===== src/rtl/pipeline_register_exmem.sv =====
// EX/MEM pipeline register for the 5-stage MIPS core.
//
// Captures the EX-stage ALU result, store data, control bits and branch/jump
// targets on each rising edge. Branch/jump outcomes are resolved
// combinationally from the registered contents and drive the PC redirect and
// the upstream squash. Supports stall (hold), external flush and automatic
// wrong-path squash, and keeps a saturating count of taken redirects.
//
// Ports:
//   clk, reset            clock, synchronous active-high reset
//   stall_i, flush_i      hold contents / load a bubble
//   valid_i               EX-stage instruction is real
//   branch_eq_i .. reg_write_i, zero_i       control bits and ALU zero flag
//   alu_result_i, write_data_i, branch_target_i, jmp_target_i, pc_i,
//   write_register_i      EX-stage datapath fields
//   *_o (same names)      registered copies of the above
//   pc_src_o              redirect PC this cycle
//   redirect_pc_o         redirect address
//   flush_upstream_o      squash IF/ID and ID/EX contents
//   redirect_count_o      redirects taken since reset (saturating)

module pipeline_register_exmem #(
  parameter bit          FLUSH_ENABLE = 1'b1,
  parameter int unsigned CNT_WIDTH    = 16
) (
  input  logic                 clk,
  input  logic                 reset,
  input  logic                 stall_i,
  input  logic                 flush_i,
  input  logic                 valid_i,
  input  logic                 branch_eq_i,
  input  logic                 branch_ne_i,
  input  logic                 jmp_i,
  input  logic                 mem_to_reg_i,
  input  logic                 mem_write_i,
  input  logic                 mem_read_i,
  input  logic                 reg_write_i,
  input  logic                 zero_i,
  input  logic [31:0]          alu_result_i,
  input  logic [31:0]          write_data_i,
  input  logic [31:0]          branch_target_i,
  input  logic [27:0]          jmp_target_i,
  input  logic [31:0]          pc_i,
  input  logic [4:0]           write_register_i,
  output logic                 valid_o,
  output logic                 branch_eq_o,
  output logic                 branch_ne_o,
  output logic                 jmp_o,
  output logic                 mem_to_reg_o,
  output logic                 mem_write_o,
  output logic                 mem_read_o,
  output logic                 reg_write_o,
  output logic                 zero_o,
  output logic [31:0]          alu_result_o,
  output logic [31:0]          write_data_o,
  output logic [31:0]          branch_target_o,
  output logic [27:0]          jmp_target_o,
  output logic [31:0]          pc_o,
  output logic [4:0]           write_register_o,
  output logic                 pc_src_o,
  output logic [31:0]          redirect_pc_o,
  output logic                 flush_upstream_o,
  output logic [CNT_WIDTH-1:0] redirect_count_o
);

  localparam int unsigned DATA_W = 32;
  localparam int unsigned JT_W   = 28;
  localparam int unsigned REG_W  = 5;
  localparam int unsigned CTRL_W = 7;

  // Control bit order: {branch_eq, branch_ne, jmp, mem_to_reg, mem_write,
  // mem_read, reg_write}
  logic                 r_valid;
  logic [CTRL_W-1:0]    r_ctrl;
  logic                 r_zero;
  logic [DATA_W-1:0]    r_alu_result;
  logic [DATA_W-1:0]    r_write_data;
  logic [DATA_W-1:0]    r_branch_target;
  logic [JT_W-1:0]      r_jmp_target;
  logic [DATA_W-1:0]    r_pc;
  logic [REG_W-1:0]     r_write_register;
  logic [CNT_WIDTH-1:0] r_redirect_count;

  logic                 w_br_taken;
  logic                 w_jmp_taken;
  logic                 w_pc_src;
  logic                 w_flush;
  logic                 w_cnt_sat;
  logic [CTRL_W-1:0]    w_ctrl_in;
  logic [DATA_W-1:0]    w_redirect_pc;

  // Bubbles never carry live control bits, whatever EX presents.
  assign w_ctrl_in = valid_i
                   ? {branch_eq_i, branch_ne_i, jmp_i, mem_to_reg_i,
                      mem_write_i, mem_read_i, reg_write_i}
                   : '0;

  // Branch/jump resolution from registered state only.
  assign w_br_taken  = r_valid & ((r_ctrl[6] & r_zero) | (r_ctrl[5] & ~r_zero));
  assign w_jmp_taken = r_valid & r_ctrl[4];
  assign w_pc_src    = w_br_taken | w_jmp_taken;

  // Jump wins over a branch when both are set.
  assign w_redirect_pc = w_jmp_taken ? {r_pc[31:28], r_jmp_target}
                                     : r_branch_target;

  // A redirect squashes the instruction now in EX, so it doubles as a flush.
  assign w_flush = FLUSH_ENABLE & (flush_i | w_pc_src);

  assign w_cnt_sat = &r_redirect_count;

  // Pipeline contents: reset > flush > stall > load.
  always_ff @(posedge clk) begin
    if (reset) begin
      r_valid          <= 1'b0;
      r_ctrl           <= '0;
      r_zero           <= 1'b0;
      r_alu_result     <= '0;
      r_write_data     <= '0;
      r_branch_target  <= '0;
      r_jmp_target     <= '0;
      r_pc             <= '0;
      r_write_register <= '0;
    end else if (w_flush) begin
      r_valid          <= 1'b0;
      r_ctrl           <= '0;
      r_zero           <= 1'b0;
      r_alu_result     <= '0;
      r_write_data     <= '0;
      r_branch_target  <= '0;
      r_jmp_target     <= '0;
      r_pc             <= '0;
      r_write_register <= '0;
    end else if (!stall_i) begin
      r_valid          <= valid_i;
      r_ctrl           <= w_ctrl_in;
      r_zero           <= zero_i;
      r_alu_result     <= alu_result_i;
      r_write_data     <= write_data_i;
      r_branch_target  <= branch_target_i;
      r_jmp_target     <= jmp_target_i;
      r_pc             <= pc_i;
      r_write_register <= write_register_i;
    end
  end

  // Saturating redirect counter; counts every redirect cycle, including
  // repeated cycles of a stalled taken branch when squash is disabled.
  always_ff @(posedge clk) begin
    if (reset) begin
      r_redirect_count <= '0;
    end else if (w_pc_src && !w_cnt_sat) begin
      r_redirect_count <= r_redirect_count + CNT_WIDTH'(1);
    end
  end

  assign valid_o          = r_valid;
  assign branch_eq_o      = r_ctrl[6];
  assign branch_ne_o      = r_ctrl[5];
  assign jmp_o            = r_ctrl[4];
  assign mem_to_reg_o     = r_ctrl[3];
  assign mem_write_o      = r_ctrl[2];
  assign mem_read_o       = r_ctrl[1];
  assign reg_write_o      = r_ctrl[0];
  assign zero_o           = r_zero;
  assign alu_result_o     = r_alu_result;
  assign write_data_o     = r_write_data;
  assign branch_target_o  = r_branch_target;
  assign jmp_target_o     = r_jmp_target;
  assign pc_o             = r_pc;
  assign write_register_o = r_write_register;
  assign redirect_count_o = r_redirect_count;

  assign pc_src_o         = w_pc_src;
  assign redirect_pc_o    = w_redirect_pc;
  assign flush_upstream_o = w_pc_src & FLUSH_ENABLE;

endmodule


===== config.mk =====
export PLATFORM = sky130hd
export DESIGN_NAME = pipeline_register_exmem
export DESIGN_NICKNAME = d
export VERILOG_FILES = /design/src/rtl/pipeline_register_exmem.sv
export SDC_FILE = /design/constraint.sdc
export NUM_CORES = 1
export LEC_CHECK = 0
export CAP_MARGIN = 15
export CELL_PAD_IN_SITES_DETAIL_PLACEMENT = 1
export CELL_PAD_IN_SITES_GLOBAL_PLACEMENT = 1
export CORE_AREA = 2 2 170 172
export CTS_CLUSTER_DIAMETER = 100
export DETAILED_ROUTE_END_ITERATION = 8
export DIE_AREA = 0 0 172 174
export GPL_TIMING_DRIVEN = 0
export HOLD_SLACK_MARGIN = 0.02
export PLACE_DENSITY_LB_ADDON = 0.05
export SKIP_LAST_GASP = 1
export SLEW_MARGIN = 40
export SYNTH_ARGS = -nofsm -noshare
export SYNTH_HDL_FRONTEND = slang
export SYNTH_SLANG_ARGS = --single-unit

===== constraint.sdc =====
create_clock -name clk -period 1.85 [get_ports clk]
set_input_delay 0.37 -clock clk [delete_from_list [all_inputs] [get_ports clk]]
set_output_delay 0.37 -clock clk [all_outputs]
set_load 0.01 [all_outputs]

==> run metrics <==
unrepaired setup endpoints after global routing true; clk_skew 0.0210 ns; Post-synth EDFFs 0; Die W 172 um; Post-DP Area 11700 um2; Least-Margin Pin Slew 0.798 ns; FFs w/ async S/R, synth 0; peak supply drop 501 uV; fillers 3011; CP max FO 3; synth warn 0; Worst-Skew Late Latency 0.44 ns; final wirelength 30100 um; Final Max Slew Viols 0; number of global-route vias before repair 7070; H-tree Lvls 4; Worst EP arrival 1.64 ns; Crit path required time 1.48 ns; total power 9.74 mW; status finished, violations left; DP HPWL 21100 um; synth-to-layout area growth 101%; Worst setup EP type output port; Slew headroom 0.468; post-synthesis sequential area ratio 0.515; Finished Core Util 0.516; first-pass GRT wire length 43300 um; CP Class reg -> out; Avg Cell Area, Syn 10.4 um2; WHS 0.505 ns; row count 62; area share of the largest cell type after synthesis 0.515; largest net degree at the start of global routing 20; initial DRC count 215; Pwr per Cell Area 668 nW/um2; Die H 174 um; Die ar. 29900 um2; Netlist cell types 34; setup TNS -15.09 ns; routed len/inst 19.3 um; Yosys reg bits 186; Final WS setup -0.156 ns; Max-Cap Viols 0; post-layout net count 1328; ANT nets after route 0; Synth Flop Type dfxtp_1; drt first pass iters 4; Ports 394; final critical-path required period 2.01 ns; final hold violation count 0; post-route clock period utilization 1.08; Synth Instances 693; P_leak 5.78 nW; GPL Wtd Cong 0.720; Via-to-Cell Ratio 4.44; CTS tree yes; non-filler cells, final 1554; crit start category flop; failing checks setup timing; fin area 14600 um2; cell area after synthesis 7230 um2; port bufs 392; TritonCTS buffer count 17; initial antenna violation count 5; Sink Count 186; share of cells above drive strength 1 0.311; core area 28200 um2; CTS max path bufs 2; max frequency 0.498 GHz; All-Layer GR Usage 0.192; GRT overflow 0; final setup vio count 183; Synth area leader dfxtp_1; Place WS -0.805 ns; residual DRC count 0; post-synthesis net count 868; placed insts 1469; Clock Pin Slew Worst Setup and Hold Paths 0.09 ns; Via Count 6895; Initial Utilization 0.256; Synth area leaders dfxtp_1, mux2i_1, nor2_1; root buffer cell clkbuf_16; worst min path class reg -> reg
-- flip-flops by register name (all words and copies together) (netlist names) --
| name | cells |
|---|---|
| valid_o | 1 |
| redirect_count_o | 16 |
| jmp_target_o | 28 |
| zero_o | 1 |
| r_ctrl | 7 |
| branch_target_o | 32 |
| write_register_o | 5 |
| write_data_o | 32 |
| alu_result_o | 32 |
| pc_o | 32 |
-- synthesized netlist by cell type, types with 6 or more instances --
| cell | n |
|---|---|
| nand2_1 | 7 |
| mux2_2 | 38 |
| nor2_1 | 177 |
| a22oi_1 | 7 |
| buf_6 | 11 |
| nor2b_1 | 7 |
| nand3_1 | 6 |
| mux2i_1 | 162 |
| dfxtp_1 | 186 |
| a21oi_1 | 12 |
| clkbuf_1 | 29 |
-- routing by layer --
layer / GRT usage / up-vias / share of wire
met1: 0.214 / 3347 / 0.39
met2: 0.338 / 217 / 0.52
li1: - / 3300 / -
met4: 0.0553 / 0 / 0.020
met5: 0 / - / 0
met3: 0.0756 / 31 / 0.075
-- cell type report --
class                           count  area [um2]  share of cell area
Antenna cell                        4        10.0            0.000687
Buffer                             47         558              0.0383
Clock buffer                       18         429              0.0295
Clock inverter                     14         176              0.0121
Inverter                            3        11.3            0.000773
Multi-Input combinational cell    457        4390               0.301
Sequential cell                   186        3760               0.258
Tap cell                          384         480              0.0330
Timing Repair Buffer              441        4760               0.327
-- cells by family (layout without fill, tap and decap cells) --
group                      Yosys count  in the layout  share of synthesized area
buffers and inverters               50            523                     0.0382
other                                0              4                          0
AOI/OAI and AO/OA                   31             31                     0.0280
and+or+nand+nor                    224            224                      0.132
DFF                                186            186                      0.515
muxes                              201            201                      0.285
adders and majority gates            1              1                    0.00173
-- timing repair --
item / in CTS / in global routing
hold endpoints to repair: 0 / 0
pin swaps: 82 / 78
cloned: 12 / 9
setup endpoints to repair: 225 / 221
setup buffers: 20 / 8
hold buffers: 0 / 0
gates resized for setup: 296 / 339
-- worst max-delay path, cell delays in order (launching register included) --
cell,delay (ns)
dfxtp_2,0.34
mux2_4,0.32
o21ai_4,0.15
inv_2,0.08
buf_6,0.12
buf_6,0.10
buf_6,0.11
-- path summary, 6_finish.rpt --
| check | end | slack [ns] | from | cells past startpoint |
|---|---|---|---|---|
| max | pc_src_o | -0.16 | zero_o | 6 |
| min | pc_o[14] | 0.50 | pc_o[14] | 2 |
| max reg2reg | branch_target_o[27] | -0.12 | zero_o | 8 |
| min reg2reg | pc_o[14] | 0.50 | pc_o[14] | 2 |
-- placed cells by master (no fill, tap or decap), types with 9 or more instances in the layout --
cell,count
nor2_4,118
mux2_4,30
a21oi_1,12
clkbuf_1,10
dfxtp_1,169
mux2_2,9
dfxtp_2,12
clkdlybuf4s50_1,352
mux2i_1,162
buf_16,9
clkbuf_2,12
nor2_1,39
buf_4,17
nor2_2,20
buf_12,17
buf_6,45
clkbuf_16,29
-- report_power, final --
group	internal, mW	leakage (nW)	total [mW]	switching, mW
Sequential	4.11	1.52	4.20	0.0819
Clock	1.95	0.296	3.81	1.86
Combinational	1.01	3.96	1.73	0.718
Note: power is estimated with default switching activity, not from simulation.
